$ cat src/rtl/cga_text_sequencer.sv
// ---------------------------------------------------------------------------
// cga_text_sequencer
//
// Text-mode pixel sequencer sitting directly behind the CRTC. A 3-bit slot
// counter divides the dot rate by eight. It drives the CRTC character enable
// and fetches the character/attribute byte pair from VRAM, then the glyph row
// from the font ROM. It shifts out 4-bit IRGB pixels with blink and cursor
// handling applied.
//
// The pipeline is two characters deep. Everything fetched during character
// period N is loaded into the output shifter on the char_en that closes
// period N, so it is displayed during period N+1.
//
// Fetch schedule (each action happens on the pix_en that enters the slot):
//   slot 0 : vram_addr <= char byte address, vram_rd pulse
//   slot 2 : char_lat <= vram_data; vram_addr <= attr byte address, vram_rd
//   slot 4 : attr_lat <= vram_data; font_addr <= {char, row}; sample de/cursor
//   slot 6 : font_lat <= font_data
//
// Ports:
//   clk, reset      system clock, asynchronous active-high reset
//   pix_en          one pulse per dot; all state holds while low
//   char_en         pix_en & (slot == 7), combinational, to the CRTC divider
//   mem_addr        CRTC character index
//   row_addr        CRTC scanline within the character row
//   display_enable  CRTC active-display flag
//   cursor          CRTC cursor flag, already blink-gated
//   vram_addr       VRAM byte address (even = char, odd = attr), registered
//   vram_rd         one-clk VRAM read strobe
//   vram_data       VRAM read data, valid within 2 pix_en of vram_rd
//   font_addr       font ROM address {char code, row}, registered
//   font_data       font ROM data, bit 7 = leftmost dot
//   blink_en        1: attr bit 7 is blink; 0: attr bit 7 is bright background
//   blink_phase     slow blink toggle, 0 hides blinking characters
//   border_color    IRGB colour used outside the active display
//   pixel           IRGB pixel, registered, changes only on pix_en
// ---------------------------------------------------------------------------
module cga_text_sequencer #(
    parameter int VRAM_AW = 14,
    parameter int FONT_AW = 12
) (
    input  logic               clk,
    input  logic               reset,
    input  logic               pix_en,
    output logic               char_en,
    input  logic [13:0]        mem_addr,
    input  logic [4:0]         row_addr,
    input  logic               display_enable,
    input  logic               cursor,
    output logic [VRAM_AW-1:0] vram_addr,
    output logic               vram_rd,
    input  logic [7:0]         vram_data,
    output logic [FONT_AW-1:0] font_addr,
    input  logic [7:0]         font_data,
    input  logic               blink_en,
    input  logic               blink_phase,
    input  logic [3:0]         border_color,
    output logic [3:0]         pixel
);

    // Slot values seen just before the pix_en that enters slots 0/2/4/6.
    localparam logic [2:0] SLOT_PRE_CHAR = 3'd7;
    localparam logic [2:0] SLOT_PRE_ATTR = 3'd1;
    localparam logic [2:0] SLOT_PRE_FONT = 3'd3;
    localparam logic [2:0] SLOT_PRE_GLYPH = 3'd5;

    logic [2:0] slot;

    // Fetch stage (character being fetched this period).
    logic [7:0] char_lat;
    logic [7:0] attr_lat;
    logic [7:0] font_lat;
    logic       de_s;
    logic       cur_s;

    // Display stage (character being shifted out this period).
    logic [7:0] shift;
    logic [7:0] attr_o;
    logic       de_o;
    logic       cur_o;

    // Next-state values for the display stage and the pixel register.
    logic [7:0] shift_nxt;
    logic [7:0] attr_nxt;
    logic       de_nxt;
    logic       cur_nxt;
    logic [3:0] fg;
    logic [3:0] bg;
    logic       hidden;
    logic       dot_on;
    logic [3:0] pixel_nxt;

    // Upper address bits are dropped on purpose: character addressing wraps
    // modulo the VRAM size and never carries into the char/attr select bit.
    logic unused_addr_bits;
    assign unused_addr_bits = ^{mem_addr[13:VRAM_AW-1], row_addr[4:FONT_AW-8]};

    assign char_en = pix_en & (slot == SLOT_PRE_CHAR);

    // The pixel register captures the colour of the dot that the shifter
    // presents after this pix_en. On char_en that is dot 0 of the freshly
    // loaded character, so the colour is computed from next-state values.
    always_comb begin
        // NOTE: every variable gets a default before any branch, so no latch is inferred.
        shift_nxt = {shift[6:0], 1'b0};
        attr_nxt  = attr_o;
        de_nxt    = de_o;
        cur_nxt   = cur_o;
        if (char_en) begin
            shift_nxt = font_lat;
            attr_nxt  = attr_lat;
            de_nxt    = de_s;
            cur_nxt   = cur_s;
        end

        fg     = attr_nxt[3:0];
        bg     = {blink_en ? 1'b0 : attr_nxt[7], attr_nxt[6:4]};
        hidden = blink_en & attr_nxt[7] & ~blink_phase;
        dot_on = cur_nxt | (shift_nxt[7] & ~hidden);

        pixel_nxt = border_color;
        if (de_nxt) begin
            pixel_nxt = dot_on ? fg : bg;
        end
    end

    always_ff @(posedge clk or posedge reset) begin
        if (reset) begin
            slot      <= '0;
            vram_addr <= '0;
            vram_rd   <= 1'b0;
            font_addr <= '0;
            char_lat  <= '0;
            attr_lat  <= '0;
            font_lat  <= '0;
            de_s      <= 1'b0;
            cur_s     <= 1'b0;
            shift     <= '0;
            attr_o    <= '0;
            de_o      <= 1'b0;
            cur_o     <= 1'b0;
            pixel     <= '0;
        end else begin
            // NOTE: non-blocking assignments, so every register samples pre-edge values.
            vram_rd <= 1'b0;
            if (pix_en) begin
                slot   <= slot + 3'd1;
                shift  <= shift_nxt;
                attr_o <= attr_nxt;
                de_o   <= de_nxt;
                cur_o  <= cur_nxt;
                pixel  <= pixel_nxt;

                case (slot)
                    SLOT_PRE_CHAR: begin
                        vram_addr <= {mem_addr[VRAM_AW-2:0], 1'b0};
                        vram_rd   <= 1'b1;
                    end
                    SLOT_PRE_ATTR: begin
                        char_lat  <= vram_data;
                        vram_addr <= {mem_addr[VRAM_AW-2:0], 1'b1};
                        vram_rd   <= 1'b1;
                    end
                    SLOT_PRE_FONT: begin
                        attr_lat  <= vram_data;
                        font_addr <= {char_lat, row_addr[FONT_AW-9:0]};
                        de_s      <= display_enable;
                        cur_s     <= cursor;
                    end
                    SLOT_PRE_GLYPH: begin
                        font_lat <= font_data;
                    end
                    default: begin
                    end
                endcase
            end
        end
    end

endmodule

$ cat config.mk
export PLATFORM = sky130hd
export DESIGN_NAME = cga_text_sequencer
export DESIGN_NICKNAME = d
export VERILOG_FILES = /design/src/rtl/cga_text_sequencer.sv
export SDC_FILE = /design/constraint.sdc
export NUM_CORES = 1
export LEC_CHECK = 0
export ABC_AREA = 1
export CAP_MARGIN = 20
export CORE_UTILIZATION = 30
export DETAILED_ROUTE_END_ITERATION = 8
export PLACE_DENSITY = 0.55
export SYNTH_ARGS = -nofsm -noshare
export SYNTH_HDL_FRONTEND = slang
export SYNTH_SLANG_ARGS = --single-unit
$ cat constraint.sdc
create_clock -name clk -period 3.5 [get_ports clk]
set_input_delay 1.05 -clock clk [delete_from_list [all_inputs] [get_ports clk]]
set_output_delay 1.05 -clock clk [all_outputs]
set_load 0.02 [all_outputs]
[Word level (Yosys, flattened, before mapping)]
Cells that the tools add are included.
Storage, ports and cells
  bits of input ports: 46
  bits in registers: 77
  word-level logic and storage cells: 42
  output and inout bits: 32
Operators by class
  reduce and logical (&&, ||, !) cells: 6
  eq/ne operators: 4
  add/subtract/negate cells: 1
  bitwise logic cells: 7
  mux-type cells: 10
Operators with widths (number)
  14-bit one-hot mux with 2 select lines: 1
  8-bit 2-to-1 mux: 2
  4-bit 2-to-1 mux: 2
  2-bit AND reduction: 4
  3-bit equality test (second input constant): 2
  1-bit 2-to-1 mux: 5
  1-bit AND: 4
  3-bit by 1-bit adder with 3-bit output (second input constant): 1
  3-bit by 1-bit equality test with 1-bit output (second input constant): 1
  3-bit by 2-bit equality test with 1-bit output (second input constant): 1
  1-bit inverter: 2
  2-bit nonzero test: 1
  2-bit OR reduction: 1
  1-bit OR: 1

[Longest topological paths before layout]
  depth in word-level cells: 10
  gate-level depth with buffers: 12
  mapped depth without buffers: 11

[Worst setup path after synthesis]
No wires, ideal clock.
  path kind: input to output
  start point: in pix_en
  end point: out char_en
  slack: 1084 ps
  arrival: 1366 ps
  stages: 3
  data required time: 2450 ps
  path buffers: 1
  cells stage by stage: buf_6 > nand2_8 > inv_4
On the way
  word-level cells in the longest chain between the ends: 1
Ends and longest elaborated chain
  start: declaration: RTL line 44  | input logic pix_en,
  1-bit AND: RTL line 98  | assign char_en = pix_en & (slot == SLOT_PRE_CHAR);
  end: declaration: RTL line 45  | output logic char_en,
Every way passes these cells.

[Final worst setup path]
Same ends and word-level chain as after synthesis.

==> flow_summary.json <==
{
  "final_max_slew_viol_count": 0,
  "number_of_buffers_created_by_cts": 9,
  "synthCells": 294,
  "track_usage_pct": 12.42,
  "dp_slack_ns": 0.04214,
  "critical_path.endpoint_type": "output port",
  "floorplan.initialDensity_pct": 31.40,
  "place.port_buffers": 75,
  "hold_class": "flop to flop",
  "cpPeakStageDelay_ns": 0.60,
  "setup_tns_after_final_layout_ns": 0,
  "ir_drop_uv": 318.8,
  "die_area_mm2": 0.01137,
  "drt_pass1_iterations": 4,
  "synth_compound_gate_area_share_pct": 6.702,
  "setup_violations": 0,
  "critPathTopFamily": "buffers and inverters",
  "ys_seq_area_share_pct": 58.64,
  "drc_errors": 0,
  "total_leakage_power_uw": 0.002012,
  "arrival_time_reported_for_the_critical_path_endpoint_ns": 2.39,
  "fin_crit_sh_pct": 98.34,
  "ant_nets": 0,
  "synth_simple_gate_area_share_pct": 13.02,
  "post-route-min-period_ns": 3.442,
  "crit_path_top_delay_cell": "clkdlybuf4s50_1",
  "run_status": "finished clean",
  "syn-num-nets": 344,
  "post_synth_mux_area_share_pct": 13.02,
  "hold_end": "vram_addr[0]",
  "crit_path_start_kind": "primary input",
  "cts_buffer_depth": 2,
  "critPathBufInv": 3,
  "htree_levels": 3,
  "rsz0062_at_grt": "false",
  "largest_net_degree_at_the_start_of_global_routing": 53,
  "clock_latency_ns": 0.34,
  "antenna_cells": 0,
  "hold_viol": 0,
  "floorplan.die.width_um": 106.7,
  "boundaryPins": 78,
  "clk_pin_slew_ns": 0.07,
  "final_nets": 425,
  "yosys.cell_types.count": 26,
  "postSynthRegisterBits": 77,
  "worst_case_reg_to_reg_path_depth": 10,
  "holdBufCountCts": 0,
  "routed_wire_length_per_instance_um": 12.66,
  "startpoint_of_the_tightest_hold_check_path": "vram_addr[0]",
  "detailedPlacementHpwl_um": 4479,
  "antenna_violations_before_repair": 0,
  "clock_skew_ns": 0.01067,
  "cts_tree": "built",
  "overflow": 0,
  "first_global_vias": 2250,
  "initialDrtViolationCount": 63,
  "detail_route.wirelength_um": 6522,
  "final_critical_path_setup_slack_ns": 0.05794,
  "synth.cell_area_mm2": 0.003286,
  "gpl_wtd_cong": 0.7251,
  "cts_root_buffer": "clkbuf_8",
  "cts.sink_count": 77,
  "dominant_combinational_cell_family_by_area_after_synthesis": "multiplexers",
  "cp.required_ns": 2.45,
  "crit-reg2reg-launch": "slot[0]",
  "synth_xor_area_share_pct": 0.2666,
  "worst_slew_pin_tran_ns": 0.4924,
  "critical_path_peak_fanout": 2,
  "grt_pass1_wl_um": 10940,
  "placementRows": 37,
  "timing.critical_path.from": "pix_en",
  "min_delay_path_depth": 2,
  "dr_total_vias": 2236,
  "ys_warn_count": 0,
  "path_common_cell": "clkdlybuf4s50_1",
  "fmax_mhz": 290.5,
  "final_util_pct": 41.57,
  "timing.max_cap.violations": 0,
  "core_region_area_mm2": 0.01046,
  "floorplan_die_height_um": 106.7,
  "cellPowerDensity_mw_per_mm2": 817.0,
  "crit-reg2reg-capture": "pixel[0]",
  "path_cells": "clkdlybuf4s50_1, nand2_8, inv_4, clkdlybuf4s50_1",
  "post_cts_resized": 0,
  "number_of_buffers_inserted_to_repair_setup_after_cts": 0,
  "syn_avg_cell_area_um2": 11.18,
  "synthAdderAreaFrac_pct": 1.523,
  "path_class": "primary input to output port",
  "worst_hold_slack_ns": 0.4770,
  "post_route_cells_drive_above_1_share_pct": 18.47,
  "slew_headroom_pct": 67.17,
  "avgViaCountPerCell": 4.342,
  "ff2ff_setup_slack_ns": 1.39,
  "synthToLayoutAreaGrowth_pct": 32.37
}
## synth_stat cells, drive strengths merged
cell type,n,area share (%)
clkbuf,3,0.34
nand2,58,7.7
dfrtp,77,59
nand3,23,4.0
or2,4,0.76
a21oi,4,1.1
a22o,1,0.27
xor2,1,0.27
mux2,35,13
ha,4,1.5
nor2,5,0.57
inv,39,4.5
o21ai,33,5.4
buf,7,1.9
## worst min-delay path, stage by stage, from the launching register on
cell	delay [ns]
dfrtp_1	0.35
nand2_1	0.05
nand2_1	0.05
## kinds of logic after synthesis
family	count (synthesis)
and+or+nand+nor	90
muxes	35
buffers and inverters	49
AOI/OAI and AO/OA	38
adders and majority gates	4
DFF	77
xor gates and xnor gates	1
## layout by cell type, fill, tap and decap left out, drive strengths merged
cell / count
a22o: 1
a21oi: 4
buf: 5
clkdlybuf4s50: 75
or2: 4
mux2: 35
clkinv: 3
nand3: 23
nand2: 58
inv: 38
clkbuf: 11
dfrtp: 77
nor2: 5
clkinvlp: 2
xor2: 1
o21ai: 33
ha: 4
## routing by layer
metal	track usage (%)	wire, um
met1	17.06	3132
met2	18.16	2882
met3	3.100	370
met4	6.164	136
met5	0	0
## power by group
group / switching, uW / leakage, uW / internal (uW)
Sequential: 205 / 0.000927 / 1290
Clock: 316 / 0.0000812 / 271
Combinational: 715 / 0.00100 / 752
## state kept, by name, summed over array words and instances, names as in the netlist
name / flops
cur_o: 1
de_s: 1
pixel: 4
cur_s: 1
font_addr: 12
vram_rd: 1
vram_addr: 14
slot: 3
attr_lat: 8
char_lat: 8
font_lat: 8
de_o: 1
attr_o: 8
shift: 7
## how the worst max path moves through the flow
stage                     cells after the start          end  slack (ns)
after floorplan                               1  attr_lat[0]        0.48
after global placement                        4      char_en        0.04
after detailed placement                      4      char_en        0.04
after CTS                                     4      char_en        0.04
after global routing                          4      char_en        0.01
final                                         4      char_en        0.06
## layout make-up
cell class | instances | area (um2)
fillers | 1054 | 6113
multi-input cells | 168 | 1135
clock inverters | 4 | 25.02
inverters | 39 | 150.1
repair buffers | 80 | 800.8
well taps | 136 | 170.2
clock buffers | 11 | 141.4
flip-flops and latches | 77 | 1927
## through the flow
step                      instance area [um2]  total power [uW]  std cells
final                                    4349              3553        515
after global routing                     4349              3821        515
after CTS                                4349              3616        515
after detailed placement                 4183              3007        500
after global placement                   4183              2966        500
after floorplan                          3286              2442        294
Note: power is estimated with default switching activity, not from simulation.
